==> src/rtl/elevator_car.sv <==
// Single elevator car: accepts a one-hot floor request in IDLE, steps one floor
// every FLOOR_TICKS cycles toward it, then holds the door open for DOOR_TICKS cycles.
module elevator_car #(
    parameter int FLOOR_TICKS = 4,
    parameter int DOOR_TICKS  = 6
) (
    input  logic       clk,
    input  logic       reset,
    input  logic       enable,
    input  logic [3:0] targetFloor,
    output logic [3:0] stateElev,
    output logic       busy,
    output logic       dirUp,
    output logic       dirDown,
    output logic       doorOpen,
    output logic       arrived
);

    localparam int MAX_TICKS = (FLOOR_TICKS > DOOR_TICKS) ? FLOOR_TICKS : DOOR_TICKS;
    localparam int CNT_W     = $clog2(MAX_TICKS + 1);
    localparam logic [CNT_W-1:0] FLOOR_LAST = CNT_W'(FLOOR_TICKS - 1);
    localparam logic [CNT_W-1:0] DOOR_LAST  = CNT_W'(DOOR_TICKS - 1);
    localparam logic [CNT_W-1:0] CNT_ONE    = CNT_W'(1);

    typedef enum logic [1:0] {IDLE, MOVE, DOOR} state_t;

    state_t           state, state_next;
    logic [3:0]       target, target_next;
    logic [3:0]       floor_next, stepped;
    logic [CNT_W-1:0] cnt, cnt_next;
    logic             busy_next, up_next, down_next, door_next, arrived_next;

    function automatic logic is_onehot(input logic [3:0] v);
        return (v != 4'b0000) && ((v & (v - 4'b0001)) == 4'b0000);
    endfunction

    always_ff @(posedge clk or posedge reset) begin
        if (reset) begin
            state     <= IDLE;
            stateElev <= 4'b0001;
            target    <= 4'b0001;
            cnt       <= '0;
            busy      <= 1'b0;
            dirUp     <= 1'b0;
            dirDown   <= 1'b0;
            doorOpen  <= 1'b0;
            arrived   <= 1'b0;
        end else begin
            state     <= state_next;
            stateElev <= floor_next;
            target    <= target_next;
            cnt       <= cnt_next;
            busy      <= busy_next;
            dirUp     <= up_next;
            dirDown   <= down_next;
            doorOpen  <= door_next;
            arrived   <= arrived_next;
        end
    end

    always_comb begin
        state_next   = state;
        floor_next   = stateElev;
        target_next  = target;
        cnt_next     = cnt;
        busy_next    = busy;
        up_next      = dirUp;
        down_next    = dirDown;
        door_next    = doorOpen;
        arrived_next = 1'b0;
        // One-hot compare as unsigned integers: a higher bit is a higher floor.
        stepped      = dirUp ? {stateElev[2:0], 1'b0} : {1'b0, stateElev[3:1]};

        unique case (state)
            IDLE: begin
                if (enable && is_onehot(targetFloor)) begin
                    target_next = targetFloor;
                    cnt_next    = '0;
                    busy_next   = 1'b1;
                    if (targetFloor == stateElev) begin
                        state_next   = DOOR;
                        door_next    = 1'b1;
                        arrived_next = 1'b1;
                    end else begin
                        state_next = MOVE;
                        up_next    = (targetFloor > stateElev);
                        down_next  = (targetFloor < stateElev);
                    end
                end
            end
            MOVE: begin
                if (cnt == FLOOR_LAST) begin
                    floor_next = stepped;
                    cnt_next   = '0;
                    if (stepped == target) begin
                        state_next   = DOOR;
                        up_next      = 1'b0;
                        down_next    = 1'b0;
                        door_next    = 1'b1;
                        arrived_next = 1'b1;
                    end
                end else begin
                    cnt_next = cnt + CNT_ONE;
                end
            end
            DOOR: begin
                if (cnt == DOOR_LAST) begin
                    state_next = IDLE;
                    cnt_next   = '0;
                    door_next  = 1'b0;
                    busy_next  = 1'b0;
                end else begin
                    cnt_next = cnt + CNT_ONE;
                end
            end
            default: begin
                state_next = IDLE;
            end
        endcase
    end

endmodule
==> config.mk <==
export PLATFORM = sky130hd
export DESIGN_NAME = elevator_car
export DESIGN_NICKNAME = d
export VERILOG_FILES = /design/src/rtl/elevator_car.sv
export SDC_FILE = /design/constraint.sdc
export NUM_CORES = 1
export LEC_CHECK = 0
export ABC_AREA = 1
export CAP_MARGIN = 20
export CORE_ASPECT_RATIO = 1.75
export CORE_UTILIZATION = 40
export DETAILED_ROUTE_END_ITERATION = 8
export PLACE_DENSITY = 0.72
export RECOVER_POWER = 50
export SETUP_SLACK_MARGIN = 0.4
export SLEW_MARGIN = 0
export SYNTH_ARGS = -nofsm -noshare
export SYNTH_HDL_FRONTEND = slang
export SYNTH_SLANG_ARGS = --single-unit
==> constraint.sdc <==
create_clock -name clk -period 1.88 [get_ports clk]
set_input_delay 0.376 -clock clk [delete_from_list [all_inputs] [get_ports clk]]
set_output_delay 0.376 -clock clk [all_outputs]
set_load 0.05 [all_outputs]
Word level (Yosys, flattened, before mapping)
Cells that the tools add are included.

Register bits: 18. Input port bits: 7. Logic and storage cells: 73.

Add/sub/neg operators: 2. $lt $le $gt $ge: 2. Equal/unequal tests: 12. Muxes and demuxes: 32. Bitwise logic cells: 1. Reductions and logical operators: 15.

Operators by type and width (count): $mux W1 (16); $ne A2 B2 Y1 const B (6); $mux W2 (5); $mux W3 (3); $pmux W3 S3 (1); $eq A4 B4 Y1 (2); $pmux W1 S2 (4); $pmux W2 S3 (1); $reduce_and A2 Y1 (3); $reduce_and A6 Y1 (1); $reduce_and A5 Y1 (1); $and A4 B4 Y4 (1); $gt A4 B4 Y1 (1); $logic_not A4 Y1 (1); $lt A4 B4 Y1 (1); $mux W4 (1); $reduce_and A4 Y1 (1); $reduce_bool A2 Y1 (2); $reduce_bool A4 Y1 (1); $sub A4 B1 Y4 const B (1); $add A3 B1 Y3 const B (1); $eq A3 B2 Y1 const B (1); $eq A3 B3 Y1 const B (1); $pmux W1 S3 (1); 6 further kinds (7).

Logic depth before layout (Yosys ltp)
Gate-level depths: netlist of the first run.

Depth in word-level cells: 7. Gate-level depth with buffers: 11.

Worst setup path after synthesis of the first run
OpenSTA, ideal clock, no wires.

Path kind: register to register. Start: register stateElev[1]. End: register dirDown. Library setup time: 119 ps. Arrival time: 1634 ps. Data required time: 1761 ps. Slack: 127 ps. Stages on the path, launching flop included: 10. Clock period less this slack: 1753 ps. Cells stage by stage: dfrtp_1 > inv_1 > ha_1 > nand2_1 > nor2_1 > nand2_1 > nand2_1 > nor2_1 > nand3_1 > nand2_1.

Longest elaborated chain between the ends: 4.

Ends and longest elaborated chain: start, declared (RTL line 11) `output logic [3:0] stateElev,`; start signal, assigned (RTL line 50) `stateElev <= floor_next;`; $lt A4 B4 Y1 / $mux W4 (equally long branches) (RTL line 87, 72); $mux W1 / $eq A4 B4 Y1 (equally long branches) (RTL line 80, 95); $mux W1 / $ne A2 B2 Y1 (equally long branches); $pmux W1 S2 / $reduce_and A5 Y1 (equally long branches); end signal, assigned (RTL line 55) `dirDown <= down_next;`; end, declared (RTL line 14) `output logic dirDown,`.

Several ways; a longest one is shown, not always the timed one. The select of a mux whose other input is x is not followed. A chain may end at the register's enable or synchronous reset.

Final worst setup path of the first run
Start: register stateElev[0]. End: output stateElev[0].

No word-level cell between the ends.

==> results of run 1 <==
-- how the worst min path moves through the flow --
stage	from	to	slack, ns	cells after the start
after floorplan	reset	arrived	0.31	1
after global placement	doorOpen	doorOpen	0.46	2
after detailed placement	doorOpen	doorOpen	0.47	2
after CTS	reset	arrived	0.43	3
after global routing	doorOpen	doorOpen	0.49	2
final	doorOpen	doorOpen	0.48	2
-- where the power goes --
part	switching [W]	total, W	leakage [nW]	internal [W]
Sequential	0.000133	0.000663	0.222	0.000529
Combinational	0.000812	0.00127	0.523	0.000461
Clock	0.000149	0.000336	0.0288	0.000187
-- sequential cells by signal, indices dropped and copies added (netlist names) --
| register | flops |
|---|---|
| arrived | 1 |
| cnt | 3 |
| state | 2 |
| dirUp | 1 |
| target | 4 |
| doorOpen | 1 |
| stateElev | 4 |
| busy | 1 |
| dirDown | 1 |
-- stage by stage --
stage	hold slack (ns)	cells	setup WS (ns)	setup TNS, ns
global placement	0.458	204	-0.0612	-0.210
floorplan	0.313	158	0.351	0
finish	0.477	217	0.339	0
detailed placement	0.468	204	-0.103	-0.590
CTS	0.430	211	0.360	0
global route	0.495	217	0.244	0
-- layout make-up --
| class | instances | area share |
|---|---|---|
| multi-input combinational | 118 | 0.487 |
| inverter | 23 | 0.0524 |
| sequential | 18 | 0.280 |
| clock buffer | 4 | 0.0334 |
| timing repair buffer | 26 | 0.126 |
| tap | 28 | 0.0212 |
-- synth_stat cells (2+ instances only) --
cell     count  area, um^2
dfrtp_1     16         400
dfstp_2      2        52.6
nand4_1      2        12.5
nand2_1     48         180
ha_1        12         150
a21oi_1      4        20.0
nor2_1      15        56.3
nand3_1      8        40.0
nand2_2      4        25.0
o21ai_1      2        10.0
nand3_2      2        20.0
o21ai_0      9        45.0
o21a_1       2        15.0
inv_1       22        82.6
-- critical path, stage by stage (launching register included) --
cell and delay (ns):
dfstp_4 0.66, buf_6 0.11, buf_12 0.12
-- layer usage --
metal / part of all wire / vias up
met3: 0.038 / 7
met5: 0 / -
met2: 0.57 / 32
li1: - / 564
met4: 0.031 / 0
met1: 0.36 / 527
-- timing repair --
action / in CTS / in global routing
setup buffers: 3 / 5
gates cloned: 0 / 1
gates resized for setup: 18 / 11
setup endpoints to repair: 15 / 16
pin swaps: 12 / 19
-- kinds of logic after synthesis --
family | Yosys count | share of synthesized area
AOI/OAI and AO/OA | 21 | 0.118
adders and majority gates | 12 | 0.123
buffers and inverters | 23 | 0.0708
DFF | 18 | 0.371
and+or+nand+nor | 84 | 0.317
-- cells in the final DEF, fill, tap and decap left out, types with 5 or more instances in the layout --
| cell | Yosys | routed |
|---|---|---|
| nand2_1 | 48 | 42 |
| inv_1 | 22 | 20 |
| dfrtp_1 | 16 | 12 |
| buf_4 | 0 | 12 |
| o21ai_0 | 9 | 9 |
| nand2_2 | 4 | 9 |
| nor2_1 | 15 | 8 |
| nor2_2 | 1 | 8 |
| nand3_1 | 8 | 7 |
| ha_1 | 12 | 7 |
| ha_4 | 0 | 5 |
| clkbuf_1 | 0 | 5 |
==> results.cfg, run 1 <==
[critical_path]
crit_end = stateElev[0]
startpoint = stateElev[0]
r2r_slack_ns = 0.38
cp.required_ns = 1.50
crit_path_max_fanout = 4
worstRegToRegCells = 10
worstReg2RegStart = stateElev[0]
startpoint_type = register
r2r-end = state[0]
endpoint_kind = primary output
critical_path_class = reg -> out
worstPathArrival_ns = 1.17

[logic_synthesis]
syn_inst = 158
synth_edf_count = 0
ys_seq_area_frac = 0.371
synth_area_mm2 = 0.00122
synth_cell_types = 24
synth-seq-cells = 18
synthArstFlopShare = 1.00
syn_area_per_cell_um2 = 7.72
syn_nets = 177
yosys_warnings = 0
ys.flop_type = dfrtp_1

[clocking]
cts_made_buffers = 3
path_clk_slew_ns = 0.07
clk_path_buf_depth = 2
cts.sinks = 18
htreeDepth = 1
tritoncts = yes
worstSkewPairLatency_ns = 0.27
postCtsHoldBufs = 0
clk_root_buffer_cell = clkbuf_8

[final_layout]
nFillCells = 249
multi_input_area_um2 = 803
fin_area_mm2 = 0.00165
syn_to_final_growth_pct = 35.2
post-route-util = 0.570
diodes = 0
layout.nets = 209
drive_gt1_frac = 0.323
final-seq-area_um2 = 462

[grt]
grt_pass1_vias = 1091
grt.busiest_layer = met2
grt_use_met2 = 0.358
grt_overflow = 0
grt_antenna_before_repair = 0
grt_pass1_wl_um = 4620
grt_start_max_net_pins = 19
track_usage = 0.193
use_met1 = 0.199
met3_usage = 0.0312

[floorplan]
placementRows = 26
die_w_um = 43.7
core_area_mm2 = 0.00290
die-area_mm2 = 0.00328
pin_count = 16
initial_core_util = 0.421
die_h_um = 75.1

[timing]
worstMarginPinSlew_ns = 1.04
relSlewSlack = 0.309
slew_viol_final = 0
min_period_ns = 1.54
setup_violations = 0
hold_viol_final = 0
period_share = 0.820
fin_skew_ns = 0.00162
rsz0062_at_grt = yes
fmax_mhz = 649

[worst_hold_path]
min_path_type = reg -> reg

[run]
cap_violations = 0

[placed_design]
io_buffers = 15
placed_area_mm2 = 0.00146
place_congestion = 0.905
dp_hpwl_um = 2120

[run_status]
failed_checks = design-rule violations
outcome = finished with violations

[detailed_routing]
vias_per_cell = 5.21
wl_um = 2960
num_vias = 1130
antenna_left = 0
first_pass_iters = 6
avgRoutedWirePerCell_um = 13.6
drc = 1
drt-initial-drc-count = 28

[power_and_ir_drop]
p_total_w = 0.00227
max-vdd-ir-drop_mv = 0.851
power.density_mw_per_mm2 = 1380
p_leak_nw = 0.774
Note: power is estimated with default switching activity, not from simulation.
==> inputs of run 2 (changes only) <==
--- a/config.mk
+++ b/config.mk
@@ -10,7 +10,7 @@
 export CORE_ASPECT_RATIO = 1.75
 export CORE_UTILIZATION = 40
 export DETAILED_ROUTE_END_ITERATION = 8
-export PLACE_DENSITY = 0.72
+export PLACE_DENSITY = 0.74
 export RECOVER_POWER = 50
 export SETUP_SLACK_MARGIN = 0.4
 export SLEW_MARGIN = 0
==> constraint.sdc (replaced) <==
create_clock -name clk -period 1.39 [get_ports clk]
set_input_delay 0.278 -clock clk [delete_from_list [all_inputs] [get_ports clk]]
set_output_delay 0.278 -clock clk [all_outputs]
set_load 0.05 [all_outputs]
==> run 2 against run 1 <==
Net effect:
- the flow finishes with violations (design-rule violations, negative setup slack)
- sequential power rose by 40%
- setup slack got worse by 0.46 ns
- via count rose by 6.0%
- combinational power rose by 85%
- register-to-register slack got worse by 0.50 ns
- highest routed layer unchanged
==> results.cfg, run 2 (synthesis gave the netlist of run 1 again) <==
[final_layout]
reg_top3 = stateElev: 4 flops, target: 4 flops, cnt: 3 flops
syn_to_final_growth_pct = 65.6
drive_gt1_frac = 0.527
diodes = 0
layout.nets = 227
layout.cells.non_filler = 235
final_cell_mix = 36 x nand2_1, 20 x buf_4, 13 x inv_1
layout_commonest_cell = nand2_1
fin_area_mm2 = 0.00202

[placed_design]
io_buffers = 15
placed_area_mm2 = 0.00173
place_ws_ns = -0.513
place_congestion = 0.890
dp_hpwl_um = 2250
dp.cells = 218

[floorplan]
placementRows = 26
die-area_mm2 = 0.00328
core_area_mm2 = 0.00290
die_h_um = 75.1
die_w_um = 43.7
pin_count = 16
initial_core_util = 0.421

[grt]
grt_pass1_vias = 1160
track_usage = 0.200
grt_pass1_wl_um = 4990
grt_start_max_net_pins = 19
grt_overflow = 0
grt_antenna_before_repair = 0

[timing]
fin_ws_ns = -0.117
period_share = 1.08
fmax_mhz = 663
min_period_ns = 1.51
slew_viol_final = 0
worstMarginPinSlew_ns = 0.456
rsz0062_at_grt = yes
hold_viol_final = 0
relSlewSlack = 0.696
setup_violations = 11
fin_skew_ns = 0.00140

[detailed_routing]
drt-initial-drc-count = 27
drc = 1
wl_um = 3100
num_vias = 1198
vias_per_cell = 5.10
avgRoutedWirePerCell_um = 13.2
first_pass_iters = 6
antenna_left = 0

[run]
cap_violations = 0

[power_and_ir_drop]
power.density_mw_per_mm2 = 1810
p_leak_nw = 0.918
max-vdd-ir-drop_mv = 1.31
p_total_w = 0.00365

[worst_hold_path]
min_path_type = in -> reg

[clocking]
cts.sinks = 18
htreeDepth = 1
cts_made_buffers = 3
path_clk_slew_ns = 0.07
clk_root_buffer_cell = clkbuf_8
worstSkewPairLatency_ns = 0.25
postCtsHoldBufs = 0
clk_path_buf_depth = 2
tritoncts = yes

[critical_path]
worstPathArrival_ns = 1.69
startpoint_type = register
critical_path_class = reg -> reg
cp.required_ns = 1.57
crit_path_max_fanout = 3
endpoint_kind = register

[run_status]
failed_checks = design-rule violations, negative setup slack
outcome = finished with violations
run 2: changes by cell type in the layout (fill, tap and decap cells not counted), sizes merged:
cell / change
dlygate4sd3: +1
clkdlybuf4s15: -1
dlymetal6s2s: -1
clkdlybuf4s50: -1
buf: +23
dlygate4sd2: -3
run 2: power breakdown:
group | total [W] | switching (W) | leakage (nW) | internal [W]
sequential | 0.000927 | 0.000205 | 0.220 | 0.000722
clock | 0.000372 | 0.000169 | 0.0228 | 0.000203
combinational | 0.00235 | 0.00128 | 0.676 | 0.00108
run 2: worst max-delay path, stage by stage, from the launching register on:
cell	delay (ns)
dfrtp_1	0.41
buf_4	0.16
ha_4	0.15
nand2_2	0.07
nand2_4	0.07
buf_4	0.13
buf_4	0.12
o21ai_2	0.13
nand2_1	0.07
o21ai_1	0.11
run 2: timing repair:
| action | in CTS | in global routing |
|---|---|---|
| gates resized for setup | 23 | 35 |
| pin swaps | 13 | 15 |
| gates cloned | 0 | 1 |
| endpoints found under the setup margin | 27 | 27 |
| setup buffers | 3 | 9 |
run 2: per-stage QoR:
step / TNS (ns) / hold slack (ns) / utilization
6_report: -0.864 / 0.260 / 0.698
5_1_grt: -1.72 / 0.273 / 0.698
4_1_cts: -0.553 / 0.352 / 0.648
3_5_place_dp: -6.22 / 0.518 / 0.597
3_3_place_gp: -5.62 / 0.515 / 0.597
2_1_floorplan: -0.419 / 0.215 / -
run 2: path summary, 6_finish.rpt:
path | startpoint | end | slack [ns] | depth (start not counted)
worst max-delay path | cnt[0] | cnt[2] | -0.12 | 9
worst min-delay path | targetFloor[0] | target[0] | 0.26 | 3
worst max register to register | cnt[0] | cnt[2] | -0.12 | 9
worst min register to register | target[0] | target[0] | 0.51 | 2
max in group asynchronous | reset | target[0] | 0.49 | 3
min in group asynchronous | reset | doorOpen | 0.56 | 3
run 2: cell type report:
class | count | area [um^2]
Clock buffer | 4 | 45.0
Fill cell | 211 | 875
Inverter | 23 | 91.3
Multi-Input combinational cell | 118 | 921
Sequential cell | 18 | 464
Tap cell | 28 | 35.0
Timing Repair Buffer | 44 | 464
run 2: routing by layer:
layer | track usage | share of wire
met2 | 0.400 | 0.60
met1 | 0.206 | 0.37
met4 | 0.0764 | 0.020
met3 | 0.0144 | 0.018
met5 | 0 | 0
